[src/rtl/wb_regfile.sv]
// Writeback stage and 32x32 architectural register file.
// Provides two combinational read ports with WB->ID bypass and counts retired instructions.
module wb_regfile #(
    parameter logic [31:0] SP_INIT = 32'h0000_0400,
    parameter int          COUNT_W = 32
) (
    input  logic               clk,
    input  logic               reset,
    input  logic               wb_valid,
    input  logic [31:0]        wb_instruction,
    input  logic [31:0]        wb_rdata,
    input  logic [31:0]        wb_alu_result,
    input  logic [31:0]        wb_pc_plus4,
    input  logic [1:0]         wb_reg_dst,
    input  logic               wb_reg_wr,
    input  logic [1:0]         wb_mem_to_reg,
    input  logic [4:0]         rs_addr,
    input  logic [4:0]         rt_addr,
    output logic [31:0]        rs_data,
    output logic [31:0]        rt_data,
    output logic               fwd_wr_en,
    output logic [4:0]         fwd_wr_addr,
    output logic [31:0]        fwd_wr_data,
    output logic [COUNT_W-1:0] retired_count
);

    logic [31:0]        regs [32];
    logic [COUNT_W-1:0] count_reg;
    logic [4:0]         wr_addr;
    logic [31:0]        wr_data;
    logic               wr_en;

    // Only the rt/rd fields of the instruction select a destination.
    logic unused_instr_bits;
    assign unused_instr_bits = ^{wb_instruction[31:21], wb_instruction[10:0]};

    always_comb begin
        wr_addr = 5'd26;
        case (wb_reg_dst)
            2'd0:    wr_addr = wb_instruction[20:16];
            2'd1:    wr_addr = wb_instruction[15:11];
            2'd2:    wr_addr = 5'd31;
            default: wr_addr = 5'd26;
        endcase
    end

    always_comb begin
        wr_data = wb_alu_result;
        case (wb_mem_to_reg)
            2'd1:    wr_data = wb_rdata;
            2'd2:    wr_data = wb_pc_plus4;
            default: wr_data = wb_alu_result;
        endcase
    end

    assign wr_en       = wb_valid & wb_reg_wr & (wr_addr != 5'd0);
    assign fwd_wr_en   = wr_en;
    assign fwd_wr_addr = wr_addr;
    assign fwd_wr_data = wr_data;

    // Both read ports share the same rules: $0 is hardwired, then bypass, then array.
    logic [4:0]  rd_addr [2];
    logic [31:0] rd_data [2];
    assign rd_addr[0] = rs_addr;
    assign rd_addr[1] = rt_addr;

    generate
        for (genvar gi = 0; gi < 2; gi++) begin : g_read
            always_comb begin
                rd_data[gi] = regs[rd_addr[gi]];
                if (rd_addr[gi] == 5'd0) begin
                    rd_data[gi] = 32'd0;
                end else if (wr_en && (rd_addr[gi] == wr_addr)) begin
                    rd_data[gi] = wr_data;
                end
            end
        end
    endgenerate

    assign rs_data = rd_data[0];
    assign rt_data = rd_data[1];

    // Reset wins over a coincident write, so a write in the reset cycle is lost.
    always_ff @(posedge clk) begin
        if (reset) begin
            for (int i = 0; i < 32; i++) begin
                regs[i] <= (i == 29) ? SP_INIT : 32'd0;
            end
            count_reg <= '0;
        end else begin
            if (wr_en) begin
                regs[wr_addr] <= wr_data;
            end
            if (wb_valid) begin
                count_reg <= count_reg + COUNT_W'(1);
            end
        end
    end

    assign retired_count = count_reg;

endmodule
[config.mk]
export PLATFORM = sky130hd
export DESIGN_NAME = wb_regfile
export DESIGN_NICKNAME = d
export VERILOG_FILES = /design/src/rtl/wb_regfile.sv
export SDC_FILE = /design/constraint.sdc
export NUM_CORES = 2
export LEC_CHECK = 0
export BUFFER_PORTS_ARGS = -buffer_cell sky130_fd_sc_hd__buf_2
export CAP_MARGIN = 20
export CORE_UTILIZATION = 65
export DETAILED_ROUTE_END_ITERATION = 12
export PLACE_DENSITY_LB_ADDON = 0.1
export SYNTH_ARGS = -nofsm -noshare
export SYNTH_HDL_FRONTEND = slang
export SYNTH_SLANG_ARGS = --single-unit
[constraint.sdc]
create_clock -name clk -period 8.3 [get_ports clk]
set_input_delay 1.245 -clock clk [delete_from_list [all_inputs] [get_ports clk]]
set_output_delay 1.245 -clock clk [all_outputs]
set_load 0.02 [all_outputs]
# [After elaboration in Yosys (flattened, before gate mapping)]
# Memory sizes are Yosys's and may differ from the RTL's.
# Index checks and enable logic that the tools add are counted.
# W data, S select, Z words.
[op_classes] add_sub_neg=1 n_eq_ne=6 muxes=14 n_bitwise=2 n_reduce_logical=7
[op_table] operator="$mux W32" count=5
[op_table] operator="$pmux W32 S2" count=1
[op_table] operator="$add A32 B1 Y32 const B" count=1
[op_table] operator="$reduce_or A32 Y1" count=1
[op_table] operator="$pmux W5 S3" count=1
[op_table] operator="$eq A5 B5 Y1" count=2
[op_table] operator="$logic_not A5 Y1" count=2
[op_table] operator="$mux W1" count=6
[op_table] operator="$mux W5" count=1
[op_table] operator="$reduce_bool A5 Y1" count=1
[op_table] operator="$eq A2 B1 Y1 const B" count=2
[op_table] operator="$eq A2 B2 Y1 const B" count=2
[op_table] operator="$and A1 B1 Y1" count=2
[op_table] operator="$logic_and A1 B1 Y1" count=2
[op_table] operator="$logic_not A2 Y1" count=1
[word_totals] regBits=32 ramBits=1024 inputBits=146 output_inout_bits=134 word_cells=32 mem_count=1
[memory_table] memory="regs" words=32 word_bits=32 rd=2 rd_ports_with_merged_regs=0 write_ports=32 line="27" text="logic [31:0] regs [32];"

# [Longest topological paths before layout]
[depth] ltp_word=9 mapped_depth=11 depth_no_buf=8

# [Least setup slack after synthesis]
# OpenSTA, ideal clock, no wires.
[synth_timing] path_kind="in2out" startpoint="input port wb_reg_dst[1]" endpoint="output port rs_data[18]" arrival_time_ps=3336 required_time_ps=7055 setup_slack_ps=3719 cell_stages=8 n_path_buf=2 path_cell_list="buf_2 -> o21bai_1 -> a21oi_1 -> or4_4 -> nor4_4 -> buf_4 -> nor2_1 -> a211oi_1"
[synth_between] elab_chain_cells=7 word_cells_on_any_way=10 cone_classes="eq/ne (3); mux (3); bitwise (1); reduce/logical (3)"
[synth_lines] item="start, declared" line="14" text="input logic [1:0] wb_reg_dst,"
[synth_lines] item="$eq A2 B2 Y1 (tied with other cells)" line="39" text="case (wb_reg_dst)"
[synth_lines] item="$pmux W5 S3 (*)" line="39"
[synth_lines] item="$reduce_bool A5 Y1" line="56" text="assign wr_en = wb_valid & wb_reg_wr & (wr_addr != 5'd0);"
[synth_lines] item="$and A1 B1 Y1" line="56"
[synth_lines] item="$logic_and A1 B1 Y1 (*)" line="73" text="end else if (wr_en && (rd_addr[gi] == wr_addr)) begin"
[synth_lines] item="$mux W32 (*)" line="73"
[synth_lines] item="$mux W32 (*)" line="71" text="if (rd_addr[gi] == 5'd0) begin"
[synth_lines] item="end, declared" line="19" text="output logic [31:0] rs_data,"
# Mark *: on every way between the ends. The rest lies on a longest branch, timed or not.

# [Worst setup path after layout]
[layout_timing] startpoint="input port rt_addr[4]" endpoint="output port rt_data[10]"
[layout_between] elab_chain_cells=4 word_cells_on_any_way=6 cone_classes="eq/ne (1); mux (2); reduce/logical (2); memory (1)"
[layout_lines] item="start, declared" line="18" text="input logic [4:0] rt_addr,"
[layout_lines] item="parallel branches: the longest is 3 deep, another holds $mem_v2 Z32 W32"
[layout_lines] item="$mux W32 (*)" line="71"
[layout_lines] item="end, declared" line="20" text="output logic [31:0] rt_data,"
# Mark *: on every way between the ends.

==> results.py <==
metrics = {
    "status": {
        "outcome": "finished, final reports clean",
    },
    "drt": {
        "viasPerCell": 7.26,
        "ant_nets": 0,
        "first_iter_violations": 7131,
        "wl_per_cell_um": 33.5,
        "drcViolationCount": 0,
        "via_count": 41500,
        "drt-pass1-iter-count": 8,
        "wirelength_um": 191000,
    },
    "clocking": {
        "cts.clk_slew.worst_paths_ns": 0.06,
        "numCtsBuffers": 108,
        "root_buffer": "clkbuf_16",
        "postCtsSetupRepairBufs": 0,
        "cts_tree": "done",
        "cts_buffer_depth": 3,
        "cts_hold_buf": 0,
        "clk_latency_ns": 0.72,
        "clock-sinks": 1056,
        "cts_htree_levels": 3,
        "post_cts_resized": 0,
    },
    "global_routing": {
        "grt_usage_pct": 44.1,
        "grt_max_degree": 126,
        "met3_usage_pct": 18.3,
        "grt_pass1_vias": 39900,
        "met2_usage_pct": 64.9,
        "grt_pass1_wl_um": 268000,
        "grt_use_met1_pct": 56.4,
        "antenna_found_initial": 10,
        "busiest_layer": "met2",
        "grt.overflow.total": 0,
    },
    "timing": {
        "fin_crit_sh_pct": 73.3,
        "finClkSkew_ns": 0.00501,
        "worst_pin_slew_ns": 1.28,
        "rsz0062_at_grt": "no",
        "fin_ws_ns": 2.22,
        "slew_headroom_pct": 13.7,
        "hold_viol_final": 0,
        "hold_ws_ns": 0.504,
        "finalSetupViolCount": 0,
        "finalSetupTns_ns": 0,
        "fmax_mhz": 164,
        "period_needed_ns": 6.08,
        "final_max_slew_viol_count": 0,
    },
    "cells_and_area": {
        "num-nets-final": 4627,
        "fin_util_pct": 73.5,
        "fillers": 5520,
        "synthToLayoutAreaGrowth_pct": 11.3,
        "stdcell_count": 5706,
        "drive_gt1_share_pct": 22.3,
        "finish.instance_area_um2": 61700,
    },
    "floorplan": {
        "start_util_pct": 66.0,
        "die_y_um": 294,
        "rows": 106,
        "dieArea_um2": 86400,
        "num_io_pins": 280,
        "chipWidth_um": 294,
        "core_um2": 84000,
    },
    "power_and_ir_drop": {
        "pwr_density_cell_nw_per_um2": 212,
        "p_int_mw": 9.50,
        "p_sw_share_pct": 27.2,
        "power.total_mw": 13.1,
        "p_clk_share_pct": 36.9,
        "comb_power_share_pct": 15.1,
        "power_frac_seq_pct": 48.0,
        "p_switching_mw": 3.55,
        "p_leak_nw": 22.2,
        "ir_drop_mv": 0.197,
    },
    "placed_design": {
        "dpl.hpwl_um": 114000,
        "place_area_um2": 58100,
        "place_ws_ns": 2.42,
        "routabilityCongestion": 0.931,
        "io_buffer_count": 257,
        "dp_cells": 5494,
    },
    "synth": {
        "synth.most_common_cell": "nor2_1",
        "syn_area_per_cell_um2": 12.7,
        "synth_largest_area_cell": "edfxtp_1",
        "yosys.area.top_type_share_pct": 55.5,
        "synth_edf_count": 1024,
        "seq_area_frac_synth_pct": 56.7,
        "synthTopCellsByCount": "nor2_1, edfxtp_1, mux2i_1",
        "synthCells": 4369,
        "synth-seq-cells": 1056,
        "ys_dominant_reg_cell": "edfxtp_1",
        "async_flop_share_pct": 0,
        "synth_warnings": 0,
        "yosysUniqueCellTypes": 60,
        "synth.area.top_cells": "edfxtp_1, mux4_2, mux2i_1",
        "syn_area_um2": 55400,
    },
    "hold_path": {
        "worstHoldStart": "retired_count[18]$_SDFFE_PP0P_",
        "hold_class": "reg -> reg",
        "hold_path_depth": 2,
        "holdPathEnd": "retired_count[18]$_SDFFE_PP0P_",
    },
    "worst_setup_path": {
        "ff2ff_path_depth": 6,
        "critical_path_arrival_ns": 4.84,
        "r2r_start": "retired_count[15]$_SDFFE_PP0P_",
        "critPathCaptureType": "output pin",
        "cp_max_fo": 27,
        "critPathLaunchType": "input pin",
        "worstPathRequired_ns": 7.05,
        "reg2reg_slack_ns": 6.21,
        "r2r_end": "retired_count[31]$_SDFFE_PP0P_",
        "critPathKind": "in -> out",
    },
    "job": {
        "max_cap_viol_count": 0,
    },
}
-- power by group through the flow --
| stage | Sequential, mW | Combinational, mW | Clock, mW |
|---|---|---|---|
| 3_5_place_dp | 6.36 | 1.87 | 0 |
| 6_report | 6.27 | 1.97 | 4.82 |
| 3_3_place_gp | 6.34 | 1.85 | 0 |
| 5_1_grt | 6.29 | 2.01 | 4.99 |
| 4_1_cts | 6.26 | 1.88 | 4.78 |
| 2_1_floorplan | 6.32 | 1.18 | 0 |
-- layout by cell type (no fill, tap or decap), drive strengths merged, types with 44 or more instances in the layout --
| cell type | instances |
|---|---|
| buf | 402 |
| o22ai | 60 |
| nor2 | 1103 |
| a21oi | 95 |
| clkinv | 47 |
| mux2 | 45 |
| nand2 | 166 |
| a211oi | 63 |
| mux4 | 319 |
| clkbuf | 138 |
| a22oi | 161 |
| nand2b | 44 |
| edfxtp | 1024 |
| mux2i | 452 |
| nand3 | 108 |
| inv | 46 |
-- layer usage --
layer	share of wire (%)	up-vias
met5	0.031	-
met4	5.5	10
met3	18	736
met2	44	3967
met1	32	20200
li1	-	16600
-- worst max-delay path by stage --
stage / from / to / slack [ns] / cells after the start
after global routing: wb_reg_dst[0] / rs_data[31] / 2.27 / 9
after CTS: wb_reg_dst[0] / rs_data[4] / 2.41 / 9
final: rt_addr[4] / rt_data[10] / 2.22 / 9
after detailed placement: wb_reg_dst[0] / rs_data[4] / 2.42 / 9
after floorplan: wb_reg_dst[1] / rs_data[18] / 3.72 / 8
after global placement: wb_reg_dst[0] / rs_data[4] / 2.40 / 9
-- state kept, by name, summed over array words and instances (netlist names) --
name and count:
regs 1024, retired_count 32
-- cell type report --
cell class | instances | area, um2 | share of cell area (%)
multi-input cells | 2867 | 22600 | 36.7
flip-flops and latches | 1056 | 31400 | 50.9
clock buffers | 138 | 2860 | 4.63
inverters | 43 | 161 | 0.262
repair buffers | 402 | 2650 | 4.30
clock inverters | 61 | 576 | 0.933
well taps | 1134 | 1420 | 2.30
diodes | 5 | 12.5 | 0.0203
-- kinds of logic after synthesis --
family          after synthesis  synth area share (%)
fa+ha+maj                     3                0.0678
simple gates               1532                  11.4
mux                         816                  22.1
xor+xnor                     31                 0.490
compound gates              453                  5.67
other cells                   1               0.00677
flops                      1056                  56.7
buf+inv                     477                  3.62
-- critical path, cell delays in order --
cell and delay, ns:
buf_2 0.44, nor2b_2 0.08, buf_4 0.32, nand2_1 0.67, o22ai_1 0.40, nor4_1 1.15
mux2i_1 0.16, nor2_1 0.14, buf_2 0.18
No activity file was read; power rests on OpenSTA's default activity.
